File: config.mk
export PLATFORM = sky130hd
export DESIGN_NAME = video_scaler_flat
export DESIGN_NICKNAME = d
export VERILOG_FILES = /design/src/rtl/video_scaler_if.sv /design/src/rtl/video_scaler.sv /design/src/flat_wrapper.sv
export SDC_FILE = /design/constraint.sdc
export NUM_CORES = 1
export LEC_CHECK = 0
export ABC_AREA = 1
export CAP_MARGIN = 25
export CORE_MARGIN = 2
export CORE_UTILIZATION = 50
export DETAILED_ROUTE_END_ITERATION = 6
export HOLD_SLACK_MARGIN = 0.12
export PLACE_DENSITY = 0.66
export SETUP_SLACK_MARGIN = 0.2
export SLEW_MARGIN = 20
export SYNTH_ARGS = -nofsm -noshare
export SYNTH_HDL_FRONTEND = slang
export SYNTH_SLANG_ARGS = --single-unit
File: constraint.sdc
create_clock -name clk -period 3.15 [get_ports clk]
set_input_delay 0.4725 -clock clk [delete_from_list [all_inputs] [get_ports clk]]
set_output_delay 0.4725 -clock clk [all_outputs]
set_load 0.01 [all_outputs]
File: src/rtl/video_scaler_if.sv
// Pixel-strobe / source-coordinate bundle between the LCD driver side and the scaler.
interface video_scaler_if #(
    parameter int SHW = 8,
    parameter int SVW = 7
) ();
    logic           pix_en;
    logic           frame_start;
    logic [SHW-1:0] hpos;
    logic [SVW-1:0] vpos;
    logic           active;
    logic           line_start;
    logic           frame_end;

    modport master (
        output pix_en, frame_start,
        input  hpos, vpos, active, line_start, frame_end
    );

    modport slave (
        input  pix_en, frame_start,
        output hpos, vpos, active, line_start, frame_end
    );
endinterface

File: src/rtl/video_scaler.sv
// Panel-to-source coordinate scaler: integer X/Y replication, centred window,
// registered coordinates and strobes for each consumed panel pixel.
module video_scaler #(
    parameter int PANEL_W = 320,
    parameter int PANEL_H = 240,
    parameter int SRC_W   = 128,
    parameter int SRC_H   = 96,
    parameter int SCALE_X = 2,
    parameter int SCALE_Y = 2,
    parameter int HW      = 9,
    parameter int VW      = 8,
    parameter int SHW     = 8,
    parameter int SVW     = 7
) (
    input  logic         clk,
    input  logic         reset,
    video_scaler_if.slave vif
);
    localparam int WIN_W = SRC_W * SCALE_X;
    localparam int WIN_H = SRC_H * SCALE_Y;
    localparam int OFF_X = (PANEL_W - WIN_W) / 2;
    localparam int OFF_Y = (PANEL_H - WIN_H) / 2;
    localparam int SXW   = (SCALE_X > 1) ? $clog2(SCALE_X) : 1;
    localparam int SYW   = (SCALE_Y > 1) ? $clog2(SCALE_Y) : 1;

    localparam logic [SXW-1:0] SUBX_MAX = SXW'(SCALE_X - 1);
    localparam logic [SYW-1:0] SUBY_MAX = SYW'(SCALE_Y - 1);
    localparam logic [HW-1:0]  ONE_H    = HW'(1);
    localparam logic [VW-1:0]  ONE_V    = VW'(1);
    localparam logic [SXW-1:0] ONE_SUBX = SXW'(1);
    localparam logic [SYW-1:0] ONE_SUBY = SYW'(1);
    localparam logic [SHW-1:0] ONE_SH   = SHW'(1);
    localparam logic [SVW-1:0] ONE_SV   = SVW'(1);

    localparam bit CFG_BAD = (SCALE_X < 1) || (SCALE_Y < 1) ||
                             (WIN_W > PANEL_W) || (WIN_H > PANEL_H) ||
                             (PANEL_W > (2 ** HW)) || (PANEL_H > (2 ** VW)) ||
                             (SRC_W > (2 ** SHW)) || (SRC_H > (2 ** SVW));

    if (CFG_BAD) begin : g_cfg_err
        $error("video_scaler: window larger than panel, scale < 1, or counter width too narrow");
    end

    logic [HW-1:0]  px_q, px_d, cx_s;
    logic [VW-1:0]  py_q, py_d, cy_s;
    logic [SXW-1:0] subx_q, subx_d, esubx_s;
    logic [SYW-1:0] suby_q, suby_d, esuby_s;
    logic [SHW-1:0] sx_q, sx_d, esx_s;
    logic [SVW-1:0] sy_q, sy_d, esy_s;
    logic [SHW-1:0] hpos_q, hpos_d;
    logic [SVW-1:0] vpos_q, vpos_d;
    logic           active_q, active_d;
    logic           line_start_q, line_start_d;
    logic           frame_end_q, frame_end_d;
    logic           in_x_s, in_y_s, at_x0_s, at_y0_s, last_x_s, last_y_s;

    // Next-state: position of the consumed pixel, replication counters and output values.
    always_comb begin
        px_d         = px_q;
        py_d         = py_q;
        subx_d       = subx_q;
        suby_d       = suby_q;
        sx_d         = sx_q;
        sy_d         = sy_q;
        hpos_d       = hpos_q;
        vpos_d       = vpos_q;
        active_d     = active_q;
        line_start_d = 1'b0;
        frame_end_d  = 1'b0;

        // A resync makes the pixel consumed this cycle (0,0) with fresh sub-counters.
        cx_s = vif.frame_start ? {HW{1'b0}} : px_q;
        cy_s = vif.frame_start ? {VW{1'b0}} : py_q;

        at_x0_s  = (int'(cx_s) == OFF_X);
        at_y0_s  = (int'(cy_s) == OFF_Y);
        in_x_s   = (int'(cx_s) >= OFF_X) && (int'(cx_s) < OFF_X + WIN_W);
        in_y_s   = (int'(cy_s) >= OFF_Y) && (int'(cy_s) < OFF_Y + WIN_H);
        last_x_s = (int'(cx_s) == PANEL_W - 1);
        last_y_s = (int'(cy_s) == PANEL_H - 1);

        esubx_s = (vif.frame_start || at_x0_s) ? {SXW{1'b0}} : subx_q;
        esx_s   = (vif.frame_start || at_x0_s) ? {SHW{1'b0}} : sx_q;
        esuby_s = (vif.frame_start || at_y0_s) ? {SYW{1'b0}} : suby_q;
        esy_s   = (vif.frame_start || at_y0_s) ? {SVW{1'b0}} : sy_q;

        if (vif.frame_start) begin
            px_d   = {HW{1'b0}};
            py_d   = {VW{1'b0}};
            subx_d = {SXW{1'b0}};
            suby_d = {SYW{1'b0}};
            sx_d   = {SHW{1'b0}};
            sy_d   = {SVW{1'b0}};
        end else begin
            px_d = px_q;
        end

        if (vif.pix_en) begin
            if (last_x_s) begin
                px_d = {HW{1'b0}};
                py_d = last_y_s ? {VW{1'b0}} : (cy_s + ONE_V);
            end else begin
                px_d = cx_s + ONE_H;
                py_d = cy_s;
            end

            if (in_x_s && (esubx_s == SUBX_MAX)) begin
                subx_d = {SXW{1'b0}};
                sx_d   = esx_s + ONE_SH;
            end else if (in_x_s) begin
                subx_d = esubx_s + ONE_SUBX;
                sx_d   = esx_s;
            end else begin
                subx_d = esubx_s;
                sx_d   = esx_s;
            end

            // Vertical replication steps once per panel line, at its last pixel.
            if (last_x_s && in_y_s && (esuby_s == SUBY_MAX)) begin
                suby_d = {SYW{1'b0}};
                sy_d   = esy_s + ONE_SV;
            end else if (last_x_s && in_y_s) begin
                suby_d = esuby_s + ONE_SUBY;
                sy_d   = esy_s;
            end else begin
                suby_d = esuby_s;
                sy_d   = esy_s;
            end

            active_d     = in_x_s && in_y_s;
            hpos_d       = (in_x_s && in_y_s) ? esx_s : {SHW{1'b0}};
            vpos_d       = (in_x_s && in_y_s) ? esy_s : {SVW{1'b0}};
            line_start_d = at_x0_s && in_y_s && (esuby_s == {SYW{1'b0}});
            frame_end_d  = last_x_s && last_y_s;
        end else begin
            line_start_d = 1'b0;
            frame_end_d  = 1'b0;
        end
    end

    // State and output registers.
    always_ff @(posedge clk or posedge reset) begin
        if (reset) begin
            px_q         <= {HW{1'b0}};
            py_q         <= {VW{1'b0}};
            subx_q       <= {SXW{1'b0}};
            suby_q       <= {SYW{1'b0}};
            sx_q         <= {SHW{1'b0}};
            sy_q         <= {SVW{1'b0}};
            hpos_q       <= {SHW{1'b0}};
            vpos_q       <= {SVW{1'b0}};
            active_q     <= 1'b0;
            line_start_q <= 1'b0;
            frame_end_q  <= 1'b0;
        end else begin
            px_q         <= px_d;
            py_q         <= py_d;
            subx_q       <= subx_d;
            suby_q       <= suby_d;
            sx_q         <= sx_d;
            sy_q         <= sy_d;
            hpos_q       <= hpos_d;
            vpos_q       <= vpos_d;
            active_q     <= active_d;
            line_start_q <= line_start_d;
            frame_end_q  <= frame_end_d;
        end
    end

    assign vif.hpos       = hpos_q;
    assign vif.vpos       = vpos_q;
    assign vif.active     = active_q;
    assign vif.line_start = line_start_q;
    assign vif.frame_end  = frame_end_q;
endmodule

File: src/flat_wrapper.sv
// flat-port wrapper written by rule: the top's interface ports become plain ports
module video_scaler_flat 
#(
    parameter int PANEL_W = 320,
    parameter int PANEL_H = 240,
    parameter int SRC_W   = 128,
    parameter int SRC_H   = 96,
    parameter int SCALE_X = 2,
    parameter int SCALE_Y = 2,
    parameter int HW      = 9,
    parameter int VW      = 8,
    parameter int SHW     = 8,
    parameter int SVW     = 7
)
  (clk, reset, vif_pix_en, vif_frame_start, vif_hpos, vif_vpos, vif_active, vif_line_start, vif_frame_end);
  video_scaler_if #(.SHW(SHW), .SVW(SVW)) vif_i ();
  input  logic clk;
  input  logic reset;
  input wire logic [$bits(vif_i.pix_en)-1:0] vif_pix_en;
  input wire logic [$bits(vif_i.frame_start)-1:0] vif_frame_start;
  output wire logic [$bits(vif_i.hpos)-1:0] vif_hpos;
  output wire logic [$bits(vif_i.vpos)-1:0] vif_vpos;
  output wire logic [$bits(vif_i.active)-1:0] vif_active;
  output wire logic [$bits(vif_i.line_start)-1:0] vif_line_start;
  output wire logic [$bits(vif_i.frame_end)-1:0] vif_frame_end;
  assign vif_i.pix_en = vif_pix_en;
  assign vif_i.frame_start = vif_frame_start;
  assign vif_hpos = vif_i.hpos;
  assign vif_vpos = vif_i.vpos;
  assign vif_active = vif_i.active;
  assign vif_line_start = vif_i.line_start;
  assign vif_frame_end = vif_i.frame_end;
  video_scaler #(.PANEL_W(PANEL_W), .PANEL_H(PANEL_H), .SRC_W(SRC_W), .SRC_H(SRC_H), .SCALE_X(SCALE_X), .SCALE_Y(SCALE_Y), .HW(HW), .VW(VW), .SHW(SHW), .SVW(SVW)) u_core (.clk(clk), .reset(reset), .vif(vif_i));
endmodule
After elaboration in Yosys (flattened, before gate mapping)
Cells that the tools add are included.

Div/mod/pow operators: 0. Eq/ne operators: 4. Order comparisons: 4. Multipliers: 0. Bitwise operators: 1. Reductions and logical operators: 12. Shifts and indexed selects: 0. Muxes and demuxes: 28. $add $sub $neg: 6.

Operators with widths (count): two-way mux 8 bit (9); two-way mux 7 bit (5); two-way mux 9 bit (3); adder 8 x 1 -> 8 bit, second input constant (2); equality test 8 x 6 -> 1 bit, second input constant (2); two-way mux 1 bit (11); adder 9 x 1 -> 9 bit, second input constant (1); equality test 9 x 7 -> 1 bit, second input constant (1); equality test 9 bit, second input constant (1); >= comparator 9 x 6 -> 1 bit, second input constant (1); logical AND 1 bit (9); less-than comparator 9 bit, second input constant (1); >= comparator 8 x 5 -> 1 bit, second input constant (1); less-than comparator 8 bit, second input constant (1); adder 7 x 1 -> 7 bit, second input constant (1); adder 1 bit, second input constant (2); logical OR 1 bit (2); nonzero test 2 bit (1); NOT 1 bit (1).

RAM bits: 0. Memories: 0. Flip-flop bits (word level): 52. Output and inout bits: 18. Bits in read-only memories: 0. Logic and storage cells: 66. Bits in latches: 0.

Logic depth before layout (Yosys ltp)
Gate-level depths: netlist of the first run.

Word-level depth: 8. Depth in mapped cells: 18.

Least setup slack after synthesis of the first run
OpenSTA, ideal clock, no wires.

Path type: input -> register. Start: input port vif_frame_start. End: register u_core.sy_q[6]. Path slack: 0.753 ns. Arrival time: 2.279 ns. Buffers on the path: 1. Stages on the path: 17. Setup time: 0.118 ns. Cells stage by stage: inv_4 > buf_6 > nand2_1 > inv_1 > ha_1 > nand2_1 > nor3_2 > nand3_1 > inv_1 > ha_1 > nand2_1 > inv_1 > nand4_1 > nor2_1 > nand3_1 > nand3_1 > nand2_1.

Word-level cells in the longest chain between the ends: 7. Elaborated cells on any way between the ends: 16.

RTL lines: start, declared (line flat_wrapper.sv:20) `input wire logic [$bits(vif_i.frame_start)-1:0] vif_frame_start;`; two-way mux 8 bit; equality test 8 x 6 -> 1 bit (tied with other cells) (line video_scaler.sv:76) `at_y0_s = (int'(cy_s) == OFF_Y);`; logical OR 1 bit / logical AND 1 bit (equally long branches) (line video_scaler.sv:84, video_scaler.sv:85, video_scaler.sv:78); two-way mux 7 bit (tied with other cells) (line video_scaler.sv:85) `esy_s = (vif.frame_start || at_y0_s) ? {SVW{1'b0}} : sy_q;`; adder 7 x 1 -> 7 bit / logical AND 1 bit (equally long branches) (line video_scaler.sv:121, video_scaler.sv:119); two-way mux 7 bit (line video_scaler.sv:119) `if (last_x_s && in_y_s && (esuby_s == SUBY_MAX)) begin`; two-way mux 7 bit (line video_scaler.sv:98) `if (vif.pix_en) begin`; end signal, assigned (line video_scaler.sv:149) `sy_q <= {SVW{1'b0}};`; end signal, assigned (line video_scaler.sv:161) `sy_q <= sy_d;`; end, declared (line video_scaler.sv:49) `logic [SVW-1:0] sy_q, sy_d, esy_s;`.

Several ways; a longest one is shown, not always the timed one. A chain may end at the register's enable or synchronous reset.

Worst setup path after layout of the first run
Same ends and word-level chain as after synthesis.

==> parameters.txt, run 1 <==
Parameter                              Value

Setup path
  WP buf/inv ... 5
  Cell Chain, Critical Path ... clkdlybuf4s50_1 -> inv_4 -> nand2_1 -> inv_1 -> ha_1 -> nand2_1 -> nor3_2 -> nand3_1 -> inv_1 -> ha_1 -> nand2_1 -> inv_1 -> nand4_1 -> nor2_2 -> nand3_1 -> nand3_1 -> nand2_1
  Worst setup path category ... in -> reg
  Maximum fanout along the worst path ... 7
  Peak per-stage delay on the critical path ... 0.57 ns
  Cell with the biggest individual delay on the critical path ... clkdlybuf4s50_1
  Worst Path Arrival ... 2.91 ns
  Critical path endpoint category ... register
  Most repeated library cell on the critical path ... nand2_1
  Data required time at the worst endpoint ... 3.36 ns
  Startpoint Class ... primary input
  Cell family with the largest share of critical-path delay ... simple AND/OR/NAND/NOR gates

Timing
  Largest clock skew in the final design ... 0.0127 ns
  Worst-case setup margin in the final layout ... 0.446 ns
  Count of final max-slew check failures ... 0
  Setup repair after global routing missed its margin ... false
  Post-route clock period utilization ... 85.9%
  Fin Setup TNS ... 0 ns
  Hold Violations, Final ... 0
  Total setup violations reported at the end of the flow ... 0
  Transition time at the pin with the least slew margin ... 0.665 ns
  Max-slew headroom ... 55.7%
  Post-route minimum period ... 2.70 ns
  Max Clk Rate ... 370 MHz

Global route
  Via count of the first global-routing pass ... 2327
  Largest net degree at the start of global routing ... 53
  Wire length of the first global-routing pass ... 10800 um
  GRT Total Usage ... 21.7%
  Number of antenna violations at the first check in global routing ... 0
  Final global-route overflow total ... 0

Synthesis
  Cell area after synthesis ... 2940 sq um
  Count of mapped cells out of synthesis ... 371
  Seq/Total Area, Yosys ... 44.3%
  Synthesized netlist net count ... 382
  Number of warning messages in the yosys log ... 0
  Unique masters post-synth ... 36
  Post-synthesis sequential element count ... 52
  Synthesized area per cell ... 7.92 sq um

Cells and area
  Final instance count without filler cells ... 472
  Commonest non-fill, non-tap cell in the layout ... nand2_1
  Fin nets ... 411
  Count of antenna diodes in the layout ... 0
  Highest-count cells in the layout ignoring fill and taps ... 92 x nand2_1, 57 x inv_1, 52 x dfrtp_1, 28 x nor2_1, 28 x nand3_1
  Share of final-layout standard cells stronger than drive strength 1 ... 13.8%
  Synth-to-Final Area Change ... 14.2%

Clock network
  Total number of H-tree levels ... 2
  Maximum root-to-sink buffer count ... 2
  Root buffer selected by CTS ... clkbuf_8
  Insertion delay to the later sink of the worst-skew pair ... 0.31 ns
  Number of hold buffers added after cts ... 0
  Clock tree from TritonCTS ... yes
  Clock sinks ... 52
  Clock transition time at the flip-flop clock pins of the worst setup and hold paths ... 0.10 ns
  Number of buffers inserted during clock tree synthesis ... 5

Job
  Count of maximum capacitance violations ... 0

Route
  Remaining antenna violation count after routing ... 0
  Initial DRT Pass Iterations ... 5
  Routed wire length per instance ... 13.2 um
  Total vias in the final route ... 2421
  Iteration-0 DRC count of the detailed router ... 170
  DRC violations left ... 0
  Post-detailed-route via-to-cell ratio ... 5.13
  DRT Wirelength ... 6250 um

Place
  Final weighted congestion in routability-driven placement ... 0.859
  Buffers on Ports ... 21
  Total half-perimeter wirelength after legalization and detailed placement ... 4550 um
  Placed cell count ... 465
  Post-placement worst setup slack ... 0.0910 ns

Floorplanning
  Die Span X ... 80.7 um
  Starting density of the core ... 52.4%
  Top Ports ... 22
  Core area ... 5610 sq um
  Overall die area ... 6510 sq um
  Die H ... 80.7 um
  Row cnt ... 27

Min path
  Class of the worst hold path ... reg -> reg

Power
  Max IR drop VDD ... 189 uV
  P_leak ... 0.00164 uW
  Pwr per Cell Area ... 337 nW/um^2

Run status
  Outcome ... finished clean
-- worst min-delay path, cell delays in order, from the launching register on --
cell     delay [ns]
dfrtp_1        0.36
nand2_1        0.05
nand2_1        0.05
-- registers in the layout, indices dropped and copies added (netlist names) --
name,flops
u_core.px_q,9
u_core.py_q,8
u_core.sx_q,8
u_core.vif.hpos,8
u_core.sy_q,7
u_core.vif.vpos,7
u_core.subx_q,1
u_core.suby_q,1
u_core.vif.active,1
u_core.vif.frame_end,1
u_core.vif.line_start,1
-- layer usage --
layer / part of all wire [%] / track usage [%] / vias up
met5: 0 / 0 / -
met4: 1.1 / 5.59 / 0
met3: 4.9 / 3.93 / 7
li1: - / - / 1249
met1: 48 / 29.5 / 1119
met2: 46 / 35.6 / 46
-- report_power, final --
part	internal, uW	leakage (uW)	switching (uW)
Clock	176	0.0000473	220
Sequential	670	0.000724	1.90
Combinational	15.6	0.000864	48.2
-- final cells by class --
class / count / area [sq um]
repair buffers: 31 / 285
multi-input cells: 249 / 1360
well taps: 72 / 90.1
fillers: 555 / 2250
clock buffers: 6 / 82.6
flip-flops and latches: 52 / 1300
clock inverters: 1 / 8.76
inverters: 61 / 231
-- per-stage QoR --
step,hold slack (ns),util [%],total power [uW],instance area (sq um)
6_report,0.489,59.9,1130,3360
5_1_grt,0.511,59.9,1180,3360
4_1_cts,0.493,59.8,1150,3350
3_5_place_dp,0.468,58.2,750,3260
3_3_place_gp,0.462,58.2,750,3260
2_1_floorplan,0.440,-,727,2940
-- cell families (layout without fill, tap and decap cells) --
group | after synthesis | count (layout) | synth area share, %
xor+xnor | 6 | 6 | 1.79
buf+inv | 70 | 99 | 9.62
compound gates | 48 | 48 | 10.8
flops | 52 | 52 | 44.3
simple gates | 188 | 188 | 30.6
fa+ha+maj | 7 | 7 | 2.98
-- worst paths after layout --
path,depth (start not counted),to,slack (ns),start
max in group asynchronous,3,u_core.py_q[5],2.05,reset
hold reg to reg,2,u_core.vif.active,0.49,u_core.vif.active
min in group asynchronous,3,u_core.vif.hpos[2],0.65,reset
setup / recovery,17,u_core.sy_q[6],0.45,vif_frame_start
setup reg to reg,15,u_core.sy_q[6],0.92,u_core.px_q[1]
hold / removal,2,u_core.vif.active,0.49,u_core.vif.active
-- cells in the mapped netlist (all sizes together) --
master	number	area, sq um
nor2	37	179
dfrtp	52	1300
clkbuf	4	15.0
xor2	5	43.8
a21oi	6	30.0
nand3	30	160
o22ai	2	12.5
o21ai	33	203
o31ai	1	21.3
nor3	8	50.1
nor4	2	18.8
a32oi	1	8.76
nand4	12	96.3
ha	7	87.6
buf	5	36.3
o21a	2	15.0
o221ai	1	8.76
xnor2	1	8.76
nand2	99	394
a22o	2	17.5
inv	61	231
-- timing repair --
action                     in CTS  in global routing
buffers inserted                0                  0
resized for setup               0                  1
setup endpoints to repair       0                  2
Power figures use the tool's default switching activity.
==> run 2, diff against run 1 <==
CELL_PAD_IN_SITES_DETAIL_PLACEMENT = 1   (was unset)
CELL_PAD_IN_SITES_GLOBAL_PLACEMENT = 1   (was unset)
CORE_UTILIZATION = 47   (was 50)
PLACE_DENSITY = 0.81   (was 0.66)
==> parameters.txt, run 2 (same netlist as run 1, synthesis figures left out) <==
Parameter                              Value

Timing
  Fin Setup TNS ... 0 ns (unchanged)
  Setup repair after global routing missed its margin ... false (unchanged)
  Count of final max-slew check failures ... 0 (unchanged)
  Hold Violations, Final ... 0 (unchanged)
  Largest clock skew in the final design ... 0.00912 ns (was 0.0127 ns)
  Total setup violations reported at the end of the flow ... 0 (unchanged)
  Worst-case setup margin in the final layout ... 0.728 ns (was 0.446 ns)
  Max Clk Rate ... 413 MHz (was 370 MHz)
  Post-route minimum period ... 2.42 ns (was 2.70 ns)
  Transition time at the pin with the least slew margin ... 0.671 ns (was 0.665 ns)
  Post-route clock period utilization ... 76.9% (was 85.9%)
  Minimum hold slack ... 0.490 ns (was 0.489 ns)
  Max-slew headroom ... 55.2% (was 55.7%)

Global route
  Busiest grt layer ... met2 (unchanged)
  GRT Total Usage ... 22.9% (was 21.7%)
  GR met3 Demand/Resource ... 3.68% (was 3.93%)
  M2 GR Usage ... 40.4% (was 35.6%)
  Number of antenna violations at the first check in global routing ... 0 (unchanged)
  Final global-route overflow total ... 0 (unchanged)
  GR Layer Usage met1 ... 29.5% (about the same)
  Wire length of the first global-routing pass ... 13100 um (was 10800 um)
  Via count of the first global-routing pass ... 2731 (was 2327)
  Largest net degree at the start of global routing ... 53 (unchanged)

Run status
  Outcome ... finished clean (unchanged)

Route
  Post-detailed-route via-to-cell ratio ... 5.30 (was 5.13)
  Total vias in the final route ... 2517 (was 2421)
  DRC violations left ... 0 (unchanged)
  Remaining antenna violation count after routing ... 0 (unchanged)
  Iteration-0 DRC count of the detailed router ... 120 (was 170)
  DRT Wirelength ... 7360 um (was 6250 um)
  Initial DRT Pass Iterations ... 4 (was 5)
  Routed wire length per instance ... 15.5 um (was 13.2 um)

Power
  Switching power of the nets ... 284 uW (was 270 uW)
  P_leak ... 0.00166 uW (was 0.00164 uW)
  Max IR drop VDD ... 271 uV (was 189 uV)
  Total power ... 1280 uW (was 1130 uW)
  Portion of total power attributed to combinational logic ... 5.2% (was 5.6%)
  Pwr per Cell Area ... 377 nW/um^2 (was 337 nW/um^2)
  Seq pwr share ... 52.4% (was 59.4%)
  Internal power summed over all cells ... 999 uW (was 861 uW)
  Clock power share ... 42.4% (was 35.0%)
  Net Sw Frac ... 22.1% (was 23.9%)

Cells and area
  Commonest non-fill, non-tap cell in the layout ... nand2_1 (unchanged)
  Flip-flop count of the largest register, all copies and words added ... 9 (unchanged)
  Fin nets ... 411 (unchanged)
  Share of final-layout standard cells stronger than drive strength 1 ... 13.8% (unchanged)
  Register with the most flip-flops ... u_core.px_q (unchanged)
  Synth-to-Final Area Change ... 15.7% (was 14.2%)
  Count of antenna diodes in the layout ... 0 (unchanged)
  Highest-count cells in the layout ignoring fill and taps ... 92 x nand2_1, 57 x inv_1, 52 x dfrtp_1, 28 x nor2_1, 28 x nand3_1 (unchanged)
  Core Util, Final ... 56.8% (was 59.9%)

Floorplanning
  Row cnt ... 28 (was 27)
  Overall die area ... 6900 sq um (was 6510 sq um)
  Starting density of the core ... 49.1% (was 52.4%)
  Die H ... 83.1 um (was 80.7 um)
  Die Span X ... 83.1 um (was 80.7 um)
  Core area ... 5990 sq um (was 5610 sq um)
  Top Ports ... 22 (unchanged)

Setup path
  Peak per-stage delay on the critical path ... 0.23 ns (was 0.57 ns)
  Cell with the biggest individual delay on the critical path ... dlymetal6s2s_1 (was clkdlybuf4s50_1)
  Worst Path Arrival ... 2.63 ns (was 2.91 ns)
  WP buf/inv ... 5 (unchanged)
  Cell family with the largest share of critical-path delay ... simple AND/OR/NAND/NOR gates (unchanged)
  Maximum fanout along the worst path ... 7 (unchanged)
  Worst setup path category ... in -> reg (unchanged)
  Cell Chain, Critical Path ... dlymetal6s2s_1 -> inv_4 -> nand2_1 -> inv_1 -> ha_1 -> nand2_1 -> nor3_2 -> nand3_1 -> inv_1 -> ha_1 -> nand2_1 -> inv_1 -> nand4_1 -> nor2_2 -> nand3_1 -> nand3_1 -> nand2_1 (was clkdlybuf4s50_1 -> inv_4 -> nand2_1 -> inv_1 -> ha_1 -> nand2_1 -> nor3_2 -> nand3_1 -> inv_1 -> ha_1 -> nand2_1 -> inv_1 -> nand4_1 -> nor2_2 -> nand3_1 -> nand3_1 -> nand2_1)
  Data required time at the worst endpoint ... 3.36 ns (about the same)
  Most repeated library cell on the critical path ... nand2_1 (unchanged)
  Critical path endpoint category ... register (unchanged)
  Startpoint Class ... primary input (unchanged)

Place
  Total half-perimeter wirelength after legalization and detailed placement ... 5290 um (was 4550 um)
  Post-placement worst setup slack ... 0.0343 ns (was 0.0910 ns)
  Final weighted congestion in routability-driven placement ... 0.812 (was 0.859)
  Buffers on Ports ... 21 (unchanged)

Clock network
  Maximum root-to-sink buffer count ... 2 (unchanged)
  Clock transition time at the flip-flop clock pins of the worst setup and hold paths ... 0.10 ns (about the same)
  Insertion delay to the later sink of the worst-skew pair ... 0.31 ns (about the same)
  Clock sinks ... 52 (unchanged)
  Clock tree from TritonCTS ... yes (unchanged)
  Root buffer selected by CTS ... clkbuf_8 (unchanged)
  Number of hold buffers added after cts ... 0 (unchanged)
  # resized after CTS ... 0 (unchanged)
  Number of buffers inserted during clock tree synthesis ... 5 (unchanged)
  Total number of H-tree levels ... 2 (unchanged)
  Buffer count from post-CTS setup fixing ... 0 (unchanged)

Job
  Count of maximum capacitance violations ... 0 (unchanged)

Min path
  Class of the worst hold path ... reg -> reg (unchanged)
-- run 2: cell count changes in the layout (fill, tap and decap cells not counted) --
| cell | previous run | this run |
|---|---|---|
| bufinv_16 | 0 | 2 |
| clkdlybuf4s50_1 | 21 | 20 |
| clkinv_4 | 1 | 0 |
| dlymetal6s2s_1 | 0 | 1 |
| clkbuf_8 | 6 | 5 |
-- run 2: final timing paths --
check	start	cells past startpoint	slack (ns)	endpoint
max	vif_frame_start	17	0.73	u_core.sy_q[6]
min	u_core.sx_q[6]	2	0.49	u_core.sx_q[6]
max reg2reg	u_core.px_q[1]	15	0.86	u_core.sy_q[6]
min reg2reg	u_core.sx_q[6]	2	0.49	u_core.sx_q[6]
max in group asynchronous	reset	3	2.04	u_core.py_q[5]
min in group asynchronous	reset	3	0.64	u_core.px_q[5]
-- run 2: worst reg2reg max path: stages, from the launching register on --
cell and delay, ns:
dfrtp_1 0.36, inv_1 0.08, nor2_1 0.12, ha_1 0.23, nand2_1 0.09, nor3_2 0.23, nand3_1 0.14, inv_1 0.09
ha_1 0.20, nand2_1 0.08, inv_1 0.06, nand4_1 0.13, nor2_2 0.17, nand3_1 0.08, nand3_1 0.08, nand2_1 0.05
-- run 2: cell type report --
class                      instances  area, sq um
fill                             755         2590
multi-input combinational        249         1360
sequential                        52         1300
timing repair buffer              31          288
inverter                          61          231
tap                               75         93.8
clock buffer                       5         68.8
clock inverter                     2         60.1
-- run 2: metrics by stage --
stage                     instances  area [sq um]
final                           475          3400
after global routing            475          3400
after CTS                       475          3400
after detailed placement        468          3270
after global placement          467          3260
after floorplan                 371          2940
-- run 2: routing by layer --
| metal | wire length, um | vias up |
|---|---|---|
| met5 | 0 | - |
| met1 | 3390 | 1235 |
| met4 | 78 | 0 |
| met3 | 186 | 8 |
| li1 | - | 1244 |
| met2 | 3700 | 30 |
-- run 2: power groups by stage --
| stage | clock network (uW) | registers, uW | logic [uW] |
|---|---|---|---|
| after floorplan | 0 | 684 | 42.9 |
| after global placement | 0 | 685 | 66.3 |
| after detailed placement | 0 | 685 | 69.1 |
| after CTS | 555 | 672 | 69.3 |
| after global routing | 574 | 672 | 76.6 |
| final | 544 | 672 | 67.2 |
